$ cat config.mk
export PLATFORM = sky130hd
export DESIGN_NAME = pll_seq_flat
export DESIGN_NICKNAME = d
export VERILOG_FILES = /design/src/rtl/pll_seq_if.sv /design/src/rtl/pll_seq.sv /design/src/flat_wrapper.sv
export SDC_FILE = /design/constraint.sdc
export NUM_CORES = 1
export LEC_CHECK = 0
export BUFFER_PORTS_ARGS = -buffer_cell sky130_fd_sc_hd__buf_2
export CORE_ASPECT_RATIO = 1.25
export CORE_MARGIN = 8
export CORE_UTILIZATION = 50
export DETAILED_ROUTE_END_ITERATION = 7
export PLACE_DENSITY_LB_ADDON = 0.05
export SYNTH_ARGS = -nofsm -noshare
export SYNTH_HDL_FRONTEND = slang
export SYNTH_SLANG_ARGS = --single-unit
$ cat constraint.sdc
create_clock -name refclk -period 19.7 [get_ports refclk]
set_clock_uncertainty 0.15 [all_clocks]
set_input_delay 0.985 -clock refclk [delete_from_list [all_inputs] [get_ports refclk]]
set_output_delay 0.985 -clock refclk [all_outputs]
set_load 0.05 [all_outputs]
$ cat src/rtl/pll_seq_if.sv
// Divider retarget request channel between a controller and the PLL sequencer.
// The master drives a target divider word; the sequencer accepts it on valid & ready.
interface pll_seq_if #(
  parameter int DIVN_W = 16
) ();
  logic              cfg_valid;
  logic              cfg_ready;
  logic [DIVN_W-1:0] cfg_divn;

  modport master (output cfg_valid, output cfg_divn, input cfg_ready);
  modport slave  (input cfg_valid, input cfg_divn, output cfg_ready);
endinterface

$ cat src/rtl/pll_seq.sv
// PLL bring-up / retarget / brake sequencer clocked by refclk.
// Holds the PLL in reset, waits for confirmed lock with retry, glides divn and pulses brake.
module pll_seq #(
  parameter int DIVN_W       = 16,
  parameter int DIVN_RESET   = 10,
  parameter int DIVN_MIN     = 4,
  parameter int RESET_CYCLES = 8,
  parameter int LOCK_CONFIRM = 16,
  parameter int LOCK_TIMEOUT = 4096,
  parameter int MAX_RETRY    = 3,
  parameter int STEP         = 1,
  parameter int STEP_HOLD    = 32,
  parameter int BRAKE_PULSE  = 4
) (
  input  logic              refclk,
  input  logic              resetn,
  pll_seq_if.slave          cfg,
  input  logic              droop_req,
  input  logic              pll_locked,
  output logic              pll_resetn,
  output logic              pll_brake,
  output logic [DIVN_W-1:0] pll_divn,
  output logic              locked,
  output logic              busy,
  output logic              fault,
  output logic [7:0]        lol_count
);

  localparam int CNT_MAX = (LOCK_TIMEOUT > RESET_CYCLES) ?
                           ((LOCK_TIMEOUT > STEP_HOLD) ? ((LOCK_TIMEOUT > BRAKE_PULSE) ? LOCK_TIMEOUT : BRAKE_PULSE)
                                                       : ((STEP_HOLD > BRAKE_PULSE) ? STEP_HOLD : BRAKE_PULSE))
                         : ((RESET_CYCLES > STEP_HOLD) ? ((RESET_CYCLES > BRAKE_PULSE) ? RESET_CYCLES : BRAKE_PULSE)
                                                       : ((STEP_HOLD > BRAKE_PULSE) ? STEP_HOLD : BRAKE_PULSE));
  localparam int CNT_W   = $clog2(CNT_MAX + 1);
  localparam int CONF_W  = $clog2(LOCK_CONFIRM + 1);
  localparam int RETRY_W = $clog2(MAX_RETRY + 1);

  typedef enum logic [2:0] {
    S_RESET_HOLD,
    S_WAIT_LOCK,
    S_LOCKED,
    S_RAMP,
    S_BRAKE,
    S_FAULT
  } state_t;

  state_t              state, state_d;
  logic [CNT_W-1:0]    cnt, cnt_d;
  logic [CONF_W-1:0]   confirm, confirm_d, confirm_inc;
  logic [RETRY_W-1:0]  retry, retry_d, retry_inc;
  logic [DIVN_W-1:0]   target, target_d, divn_d, req_divn;
  logic [DIVN_W-1:0]   step_gap, step_amt, ramp_next;
  logic                step_up;
  logic [7:0]          lol_d;
  logic                droop_req_q, droop_rise, fire;

  assign droop_rise    = droop_req & ~droop_req_q;
  assign cfg.cfg_ready = ((state == S_LOCKED) || (state == S_FAULT)) && !droop_rise;
  assign fire          = cfg.cfg_valid && cfg.cfg_ready;

  // NOTE: every signal driven here gets a default first, so no path can infer a latch.
  always_comb begin
    state_d   = state;
    cnt_d     = cnt;
    confirm_d = confirm;
    retry_d   = retry;
    target_d  = target;
    divn_d    = pll_divn;
    lol_d     = lol_count;

    confirm_inc = confirm + CONF_W'(1);
    retry_inc   = retry + RETRY_W'(1);
    req_divn    = (cfg.cfg_divn < DIVN_W'(DIVN_MIN)) ? DIVN_W'(DIVN_MIN) : cfg.cfg_divn;
    step_up     = target > pll_divn;
    step_gap    = step_up ? (target - pll_divn) : (pll_divn - target);
    step_amt    = (step_gap < DIVN_W'(STEP)) ? step_gap : DIVN_W'(STEP);
    ramp_next   = step_up ? (pll_divn + step_amt) : (pll_divn - step_amt);

    case (state)
      S_RESET_HOLD: begin
        if (cnt == CNT_W'(1)) begin
          state_d   = S_WAIT_LOCK;
          cnt_d     = CNT_W'(LOCK_TIMEOUT);
          confirm_d = '0;
        end else begin
          cnt_d = cnt - CNT_W'(1);
        end
      end
      S_WAIT_LOCK: begin
        confirm_d = pll_locked ? confirm_inc : '0;
        // A lock confirmed on the last timeout cycle still wins.
        if (pll_locked && (confirm_inc == CONF_W'(LOCK_CONFIRM))) begin
          state_d = S_LOCKED;
          retry_d = '0;
        end else if (cnt == CNT_W'(1)) begin
          retry_d = retry_inc;
          if (retry_inc < RETRY_W'(MAX_RETRY)) begin
            state_d = S_RESET_HOLD;
            cnt_d   = CNT_W'(RESET_CYCLES);
          end else begin
            state_d = S_FAULT;
          end
        end else begin
          cnt_d = cnt - CNT_W'(1);
        end
      end
      S_LOCKED: begin
        if (droop_rise) begin
          state_d = S_BRAKE;
          cnt_d   = CNT_W'(BRAKE_PULSE);
        end else if (!pll_locked) begin
          lol_d     = (lol_count == 8'hFF) ? lol_count : lol_count + 8'd1;
          state_d   = S_WAIT_LOCK;
          cnt_d     = CNT_W'(LOCK_TIMEOUT);
          confirm_d = '0;
        end else if (fire) begin
          target_d = req_divn;
          if (req_divn != pll_divn) begin
            state_d = S_RAMP;
            cnt_d   = CNT_W'(STEP_HOLD);
          end
        end
      end
      S_RAMP: begin
        if (droop_rise) begin
          state_d = S_BRAKE;
          cnt_d   = CNT_W'(BRAKE_PULSE);
        end else if (cnt == CNT_W'(1)) begin
          divn_d = ramp_next;
          cnt_d  = CNT_W'(STEP_HOLD);
          if (ramp_next == target) begin
            state_d   = S_WAIT_LOCK;
            cnt_d     = CNT_W'(LOCK_TIMEOUT);
            confirm_d = '0;
          end
        end else begin
          cnt_d = cnt - CNT_W'(1);
        end
      end
      S_BRAKE: begin
        if (cnt == CNT_W'(1)) begin
          state_d   = S_WAIT_LOCK;
          cnt_d     = CNT_W'(LOCK_TIMEOUT);
          confirm_d = '0;
        end else begin
          cnt_d = cnt - CNT_W'(1);
        end
      end
      S_FAULT: begin
        if (fire) begin
          divn_d  = req_divn;
          retry_d = '0;
          state_d = S_RESET_HOLD;
          cnt_d   = CNT_W'(RESET_CYCLES);
        end
      end
      default: state_d = S_RESET_HOLD;
    endcase
  end

  // NOTE: state uses non-blocking assignments so every register samples pre-edge values.
  // NOTE: this block holds only flops (no storage array), so each one gets an async reset value.
  always_ff @(posedge refclk or negedge resetn) begin
    if (!resetn) begin
      state       <= S_RESET_HOLD;
      cnt         <= CNT_W'(RESET_CYCLES);
      confirm     <= '0;
      retry       <= '0;
      target      <= DIVN_W'(DIVN_RESET);
      pll_divn    <= DIVN_W'(DIVN_RESET);
      lol_count   <= '0;
      droop_req_q <= 1'b0;
      pll_resetn  <= 1'b0;
      pll_brake   <= 1'b0;
      locked      <= 1'b0;
      busy        <= 1'b1;
      fault       <= 1'b0;
    end else begin
      state       <= state_d;
      cnt         <= cnt_d;
      confirm     <= confirm_d;
      retry       <= retry_d;
      target      <= target_d;
      pll_divn    <= divn_d;
      lol_count   <= lol_d;
      droop_req_q <= droop_req;
      // Status pins are decoded from the next state so they change with it.
      pll_resetn  <= !(state_d inside {S_RESET_HOLD, S_FAULT});
      pll_brake   <= (state_d == S_BRAKE);
      locked      <= (state_d == S_LOCKED);
      busy        <= !(state_d inside {S_LOCKED, S_FAULT});
      fault       <= (state_d == S_FAULT);
    end
  end

endmodule

$ cat src/flat_wrapper.sv
// flat-port wrapper written by rule: the top's interface ports become plain ports
module pll_seq_flat 
#(
  parameter int DIVN_W       = 16,
  parameter int DIVN_RESET   = 10,
  parameter int DIVN_MIN     = 4,
  parameter int RESET_CYCLES = 8,
  parameter int LOCK_CONFIRM = 16,
  parameter int LOCK_TIMEOUT = 4096,
  parameter int MAX_RETRY    = 3,
  parameter int STEP         = 1,
  parameter int STEP_HOLD    = 32,
  parameter int BRAKE_PULSE  = 4
)
  (refclk, resetn, droop_req, pll_locked, pll_resetn, pll_brake, pll_divn, locked, busy, fault, lol_count, cfg_cfg_valid, cfg_cfg_divn, cfg_cfg_ready);
  pll_seq_if #(.DIVN_W(DIVN_W)) cfg_i ();
  input  logic refclk;
  input  logic resetn;
  input  logic droop_req;
  input  logic pll_locked;
  output logic pll_resetn;
  output logic pll_brake;
  output logic [DIVN_W-1:0] pll_divn;
  output logic locked;
  output logic busy;
  output logic fault;
  output logic [7:0] lol_count;
  input wire logic [$bits(cfg_i.cfg_valid)-1:0] cfg_cfg_valid;
  input wire logic [$bits(cfg_i.cfg_divn)-1:0] cfg_cfg_divn;
  output wire logic [$bits(cfg_i.cfg_ready)-1:0] cfg_cfg_ready;
  assign cfg_i.cfg_valid = cfg_cfg_valid;
  assign cfg_i.cfg_divn = cfg_cfg_divn;
  assign cfg_cfg_ready = cfg_i.cfg_ready;
  pll_seq #(.DIVN_W(DIVN_W), .DIVN_RESET(DIVN_RESET), .DIVN_MIN(DIVN_MIN), .RESET_CYCLES(RESET_CYCLES), .LOCK_CONFIRM(LOCK_CONFIRM), .LOCK_TIMEOUT(LOCK_TIMEOUT), .MAX_RETRY(MAX_RETRY), .STEP(STEP), .STEP_HOLD(STEP_HOLD), .BRAKE_PULSE(BRAKE_PULSE)) u_core (.refclk(refclk), .resetn(resetn), .cfg(cfg_i), .droop_req(droop_req), .pll_locked(pll_locked), .pll_resetn(pll_resetn), .pll_brake(pll_brake), .pll_divn(pll_divn), .locked(locked), .busy(busy), .fault(fault), .lol_count(lol_count));
endmodule
==> results.json, run 1 <==
{
  "grt_pass1_vias": 6989,
  "synth_xor_area_share_pct": 8.335,
  "dp_hpwl_um": 18530,
  "max-vdd-ir-drop_uv": 79.16,
  "setup.worst_path.end": "u_core.cnt[12]$_DFFE_PN0P_",
  "p_int_mw": 0.4749,
  "antenna_cells": 0,
  "slew_headroom_pct": 17.11,
  "synth.ff_latch_count": 69,
  "place_ws_ns": 11.70,
  "ios": 51,
  "grt_use_total_pct": 26.33,
  "clockBufferDepth": 2,
  "crit_start": "u_core.pll_divn[3]$_DFFE_PN1P_",
  "drc": 0,
  "fin_crit_sh_pct": 41.00,
  "vias": 6927,
  "cts_setup_buffers": 0,
  "p_switching_mw": 0.4828,
  "worstPathMaxFanout": 24,
  "fmax_ghz": 0.1238,
  "dp.cells": 1074,
  "maxCapViolations": 0,
  "yosysUniqueCellTypes": 83,
  "hold_path_class": "flip-flop to flip-flop",
  "synthToLayoutAreaGrowth_pct": 9.452,
  "synth-seq-area-share_pct": 24.58,
  "io_buffers": 50,
  "die_h_um": 148.8,
  "synthAdderAreaFrac_pct": 10.25,
  "drive_gt1_share_pct": 13.11,
  "cts_tree": "yes",
  "yosysTopAreaCell": "dfrtp_1",
  "postLayoutCoreUtil_pct": 55.91,
  "p_sw_share_pct": 50.42,
  "r2r-start": "u_core.pll_divn[3]$_DFFE_PN1P_",
  "cp_data_arrival_time_ns": 8.14,
  "final_cells": 1090,
  "vias_per_cell": 6.355,
  "clock_sinks": 69,
  "power_density_nw_per_um2": 124.0,
  "overflow": 0,
  "synth_nets": 956,
  "synth_compound_area_share_pct": 25.34,
  "finalCriticalPeriod_ns": 8.077,
  "clkLatencyLatePin_ns": 0.35,
  "setup_viol": 0,
  "fin_tns_setup_ns": 0,
  "syn_area_um2": 7056,
  "grt_pass1_wl_um": 37240,
  "synth_top_family_by_area": "compound AO/OA/AOI/OAI gates",
  "final_nets": 987,
  "cp_top_family": "compound AO/OA/AOI/OAI gates",
  "htree_levels": 3,
  "synth-simple-area-share_pct": 21.88,
  "fillers": 1341,
  "cts_root_buf": "clkbuf_16",
  "whs_ns": 0.3572,
  "seqPwrFrac_pct": 23.2,
  "crit_cells": 27,
  "postSynth.asyncResetShare_pct": 100.0,
  "ant_nets": 0,
  "power_frac_comb_pct": 58.8,
  "max_slew.worst_pin.slew_ns": 1.236,
  "cp_common_cell": "ha_1",
  "synth.mux.area_fraction_pct": 4.238,
  "avgSynthCellArea_um2": 8.027,
  "fp.dieW_um": 122.3,
  "cts_hold_buffers": 0,
  "p_leak_nw": 3.439,
  "core_area_um2": 13810,
  "ys.flop_type": "dfrtp_1",
  "fp-row-count": 48,
  "synthTopCellsByArea": "dfrtp_1 (22%), ha_1 (9.4%), a21oi_1 (5.4%)",
  "fp.dieArea_um2": 18190,
  "syn-instance-count": 879,
  "start_util_pct": 51.08,
  "critPathLaunchType": "flip-flop",
  "slowest_delay_ns": 0.95,
  "fin_ws_ns": 11.62,
  "rsz0062_at_grt": "no",
  "ff2ff_path_depth": 27,
  "rrSetupSlack_ns": 11.62,
  "gp_congestion": 0.9873,
  "cp.required_ns": 19.77,
  "timing.rr.end": "u_core.cnt[12]$_DFFE_PN0P_",
  "status": "complete, no violations",
  "path_class": "flip-flop to flip-flop",
  "final_max_slew_viol_count": 0,
  "post_cts_resized": 0,
  "antenna_found_initial": 0,
  "synth_warnings": 0,
  "critPathCaptureType": "flip-flop",
  "grt_max_degree": 70,
  "cts_made_buffers": 9,
  "clk_pin_slew_worst_paths_ns": 0.07,
  "drtIter0Drc": 552,
  "cp_num_buf_inv": 2,
  "finalHoldViolations": 0,
  "cp_slowest_cell": "a21boi_2",
  "wirelength_um": 23500,
  "first_pass_iters": 5,
  "synth_top_cell_area_share_pct": 22.34,
  "synth-edff-count": 0,
  "pwr-share-clk_pct": 18.0,
  "wire_per_inst_um": 21.56
}
==> worst register-to-register path, stage by stage, from the launching register on <==
cell,delay [ns]
dfstp_2,0.61
inv_1,0.08
ha_1,0.54
o211a_1,0.25
o31a_1,0.17
o211ai_1,0.17
a21boi_2,0.95
nor4bb_1,0.15
or4_1,0.58
o221a_2,0.17
nand4_4,0.15
or2_2,0.15
inv_1,0.04
ha_1,0.27
nand2b_1,0.19
ha_1,0.36
nor2b_1,0.14
o21ai_0,0.33
a21o_1,0.22
a21oi_1,0.12
a22oi_1,0.63
a2bb2oi_1,0.25
nand3_1,0.13
nand4b_1,0.31
nor3_1,0.08
mux2_2,0.27
a2111oi_0,0.39
o21ai_1,0.13
==> per-layer routing <==
| metal | GRT usage, % | vias up | routed length, um |
|---|---|---|---|
| met1 | 28.28 | 3349 | 9103 |
| met3 | 6.136 | 66 | 1407 |
| met5 | 0 | - | 0 |
| li1 | - | 3264 | - |
| met4 | 14.97 | 0 | 1192 |
| met2 | 46.26 | 248 | 11800 |
==> Yosys cell counts (4+ instances only) <==
| master | n |
|---|---|
| nand4b_1 | 4 |
| o21ai_0 | 65 |
| nor2b_1 | 12 |
| buf_4 | 4 |
| clkbuf_1 | 20 |
| ha_1 | 53 |
| o31ai_1 | 8 |
| a31oi_1 | 13 |
| a21o_1 | 19 |
| nor4b_1 | 4 |
| or3_1 | 7 |
| nand3b_1 | 4 |
| a211oi_1 | 12 |
| nand4_1 | 12 |
| xnor2_1 | 37 |
| o211ai_1 | 8 |
| and3_1 | 8 |
| xnor3_1 | 4 |
| nand2b_1 | 19 |
| nor2_1 | 61 |
| a21oi_1 | 76 |
| mux2_2 | 15 |
| xor2_1 | 18 |
| inv_1 | 59 |
| nand2_1 | 86 |
| nand3_1 | 27 |
| a2111oi_0 | 4 |
| buf_2 | 9 |
| nor3_1 | 21 |
| dfrtp_1 | 63 |
| dfstp_2 | 6 |
| nor4_1 | 15 |
| o21a_1 | 11 |
| mux2i_1 | 13 |
| or2_2 | 5 |
==> kinds of logic after synthesis <==
group | Yosys count
mux | 28
simple gates | 301
other cells | 1
fa+ha+maj | 56
buf+inv | 93
compound gates | 271
flops | 69
xor+xnor | 60
==> area by class of cell <==
type                    instances  area (um2)  share of cell area [%]
clock buffers                   9       225.2                   2.916
clock inverters                 7       80.08                   1.037
inverters                      59       221.5                   2.868
multi-input cells             717        4960                   64.23
flip-flops and latches         69        1734                   22.46
well taps                     175       219.0                   2.835
repair buffers                 54       282.8                   3.662
==> cells in the final DEF, fill, tap and decap left out, drive strengths merged, types with 18 or more instances in the layout <==
cell type,n
a21o,19
nand3,27
nand2,86
a21oi,76
nor3,21
inv,62
nor2,61
dfrtp,63
nand2b,19
xnor2,38
xor2,18
ha,53
buf,54
o21ai,68
==> power groups by stage <==
| stage | Sequential (mW) | Combinational [mW] | Clock (mW) |
|---|---|---|---|
| floorplan | 0.253 | 0.376 | 0 |
| global placement | 0.221 | 0.549 | 0 |
| detailed placement | 0.223 | 0.554 | 0 |
| CTS | 0.221 | 0.558 | 0.174 |
| global route | 0.225 | 0.615 | 0.180 |
| finish | 0.222 | 0.564 | 0.172 |
==> flip-flops by register name, summed over array words and instances (netlist names) <==
signal and cells:
u_core.locked 1, u_core.lol_count 8, u_core.confirm 5, u_core.pll_divn 16
u_core.target 16, u_core.pll_brake 1, u_core.retry 2, u_core.fault 1
u_core.pll_resetn 1, u_core.busy 1, u_core.state 3, u_core.cnt 13
u_core.droop_req_q 1
==> how the worst min path moves through the flow <==
stage / from / end / slack (ns) / cells after the start
2_1_floorplan: u_core.retry[1]$_DFFE_PN0P_ / u_core.retry[1]$_DFFE_PN0P_ / 0.30 / 2
3_3_place_gp: u_core.retry[1]$_DFFE_PN0P_ / u_core.retry[1]$_DFFE_PN0P_ / 0.32 / 2
3_5_place_dp: u_core.cnt[11]$_DFFE_PN0P_ / u_core.cnt[11]$_DFFE_PN0P_ / 0.34 / 2
4_1_cts: u_core.cnt[11]$_DFFE_PN0P_ / u_core.cnt[11]$_DFFE_PN0P_ / 0.35 / 2
5_1_grt: u_core.lol_count[6]$_DFFE_PN0P_ / u_core.lol_count[6]$_DFFE_PN0P_ / 0.38 / 1
6_report: u_core.lol_count[6]$_DFFE_PN0P_ / u_core.lol_count[6]$_DFFE_PN0P_ / 0.36 / 1
==> per-stage QoR <==
step	cell area [um2]	total power [mW]
CTS	7722	0.9528
floorplan	7056	0.6290
global route	7722	1.020
detailed placement	7417	0.7765
finish	7722	0.9577
global placement	7417	0.7700
(Power assumes the default switching activity.)
==> inputs of run 2 (changes only) <==
Settings changed: ABC_AREA set to 1.
Clock period 19.7 ns to 6.9 ns, I/O delays scaled along.
==> run 2 against run 1 <==
The run now ends with negative hold slack left. Global-route usage shrank 2.1 points. Sequential cell count is the same. Clock power grew to 2.6 times the previous value. Largest power group unchanged. Register-to-register slack lost 11 ns. Worst setup slack lost 11 ns. Sequential share of layout area shrank 0.34 points. Cell area grew 1.5%. Via count grew 2.6%. Non-clock buffer count is the same. Critical path depth grew 6. Hold slack lost 0.37 ns.
==> results.json, run 2 <==
{
  "gp_congestion": 0.9677,
  "grt_max_degree": 70,
  "cp.required_ns": 6.97,
  "grt_pass1_wl_um": 34780,
  "drc": 0,
  "cp_common_cell": "nand2_1",
  "start_util_pct": 50.49,
  "clock_sinks": 69,
  "grt_pass1_vias": 7060,
  "vias": 7110,
  "first_pass_iters": 7,
  "path_class": "flip-flop to flip-flop",
  "whs_ns": -0.01657,
  "cp_slowest_cell": "dfstp_2",
  "max-vdd-ir-drop_uv": 284.4,
  "maxCapViolations": 0,
  "hold_path_class": "input pin to asynchronous set/reset pin",
  "slowest_delay_ns": 0.60,
  "synth-seq-area-share_pct": 24.25,
  "power_density_nw_per_um2": 505.9,
  "rsz0062_at_grt": "no",
  "synthTopCellsByArea": "dfrtp_1 (22%), nand2_1 (18%), inv_1 (10%)",
  "die_h_um": 149.7,
  "core_area_um2": 14160,
  "final_cells": 1351,
  "critPathCaptureType": "flip-flop",
  "io_buffers": 50,
  "fin_ws_ns": 0.5533,
  "synth_nets": 1201,
  "yosysTopAreaCell": "dfrtp_1",
  "p_total_mw": 3.967,
  "mostFrequentLayoutCell": "nand2_1",
  "htree_levels": 3,
  "cts_root_buf": "clkbuf_16",
  "finalCriticalPeriod_ns": 6.347,
  "syn_area_um2": 7151,
  "cts_tree": "yes",
  "finalHoldViolations": 19,
  "synth.ff_latch_count": 69,
  "fp.dieW_um": 123.0,
  "clk_pin_slew_worst_paths_ns": 0.06,
  "final_max_slew_viol_count": 0,
  "worstPathMaxFanout": 17,
  "fmax_ghz": 0.1576,
  "postLayoutCellArea_um2": 7841,
  "synth_warnings": 0,
  "drtIter0Drc": 329,
  "max_slew.worst_pin.slew_ns": 0.8871,
  "fp.dieArea_um2": 18410,
  "avgSynthCellArea_um2": 6.362,
  "p_leak_nw": 4.308,
  "overflow": 0,
  "dp_hpwl_um": 17360,
  "fin_crit_sh_pct": 91.98,
  "wire_per_inst_um": 15.84,
  "antenna_cells": 0,
  "vias_per_cell": 5.263,
  "synthToLayoutAreaGrowth_pct": 9.659,
  "drive_gt1_share_pct": 9.804,
  "fp-row-count": 49,
  "ant_nets": 0,
  "placed_cell_area_um2": 7536,
  "status": "complete, but fails checks",
  "cts_made_buffers": 9,
  "synth-edff-count": 0,
  "wirelength_um": 21400,
  "synth.most_common_cell": "nand2_1",
  "top_regs": "u_core.pll_divn (16), u_core.target (16), u_core.cnt (13)",
  "place_ws_ns": 0.4282,
  "slew_headroom_pct": 40.86,
  "synth_common_cells": "nand2_1 (350), inv_1 (196), nor2_1 (78)",
  "dp.cells": 1334,
  "cp_data_arrival_time_ns": 6.41,
  "final_cell_mix": "nand2_1 (350), inv_1 (196), nor2_1 (78)",
  "clockBufferDepth": 2,
  "antenna_found_initial": 0,
  "final_nets": 1245,
  "violations": "negative hold slack",
  "grt_use_total_pct": 24.26,
  "fin_tns_setup_ns": 0,
  "critPathLaunchType": "flip-flop",
  "postSynth.asyncResetShare_pct": 100.0,
  "ios": 51,
  "yosysUniqueCellTypes": 53,
  "clkLatencyLatePin_ns": 0.34,
  "syn-instance-count": 1124,
  "setup_viol": 0,
  "synth_top_cell_area_share_pct": 22.05,
  "ys.flop_type": "dfrtp_1"
}
[run 2: per-layer routing]
layer | vias to the layer above | wire length (um) | track usage (%) | part of all wire, %
li1 | 3630 | - | - | -
met1 | 3261 | 8400 | 26.07 | 39
met2 | 157 | 11290 | 44.78 | 53
met3 | 62 | 686 | 3.096 | 3.2
met4 | 0 | 1028 | 12.89 | 4.8
met5 | - | 0 | 0 | 0
[run 2: cell type report]
type,count,area [um2]
sequential,69,1734
fill,1483,6321
clock buffer,12,256.5
multi-input combinational,832,4549
clock inverter,4,32.53
timing repair buffer,54,285.3
inverter,202,760.7
tap,178,222.7
[run 2: kinds of logic after synthesis]
logic type,Yosys count,share of synthesized area [%]
AOI/OAI and AO/OA,139,10.90
muxes,2,0.3149
other,1,0.05244
buffers and inverters,223,12.28
adders and majority gates,56,10.11
and+or+nand+nor,580,35.28
xor gates and xnor gates,54,6.807
DFF,69,24.25
[run 2: path summary, 6_finish.rpt]
path,depth (start not counted),slack (ns),startpoint,end
max,33,0.55,u_core.pll_divn[3]$_DFFE_PN1P_,u_core.pll_resetn$_DFF_PN0_
min,1,-0.02,resetn,u_core.lol_count[1]$_DFFE_PN0P_
max reg2reg,33,0.55,u_core.pll_divn[3]$_DFFE_PN1P_,u_core.pll_resetn$_DFF_PN0_
min reg2reg,1,0.36,u_core.lol_count[7]$_DFFE_PN0P_,u_core.lol_count[7]$_DFFE_PN0P_
max in group asynchronous,1,6.04,resetn,u_core.pll_divn[10]$_DFFE_PN0P_
min in group refclk,3,0.11,cfg_cfg_divn[3],u_core.target[3]$_DFFE_PN1P_
[run 2: what timing repair did]
item,4_1_cts,5_1_grt
hold buffers,1,0
hold endpoints to repair,1,0
gates resized for setup,0,1
endpoints found under the setup margin,0,11
setup buffers,0,0
[run 2: where the power goes]
part / internal, mW / total (mW) / leakage, nW / switching, mW
registers: 0.518 / 0.647 / 0.872 / 0.129
clock network: 0.264 / 0.451 / 0.135 / 0.186
logic: 0.951 / 2.87 / 3.30 / 1.92
total: 1.73 / 3.97 / 4.31 / 2.23
[run 2: worst max-delay path, delay by kind of cell (launching register included)]
family	cells	cell delay, ns
adder cells (fa/ha/maj)	3	1.05
AO/OA/AOI/OAI	3	0.91
flip-flops	1	0.60
XOR/XNOR	2	0.33
AND/OR/NAND/NOR	23	3.01
buffers and inverters	2	0.16
[run 2: per-stage QoR]
stage	utilization, %	hold WS (ns)
5_1_grt	55.37	0.05398
4_1_cts	55.32	0.01683
3_3_place_gp	53.21	0.3188
3_5_place_dp	53.21	0.3212
6_report	55.37	-0.01657
2_1_floorplan	-	-0.1006
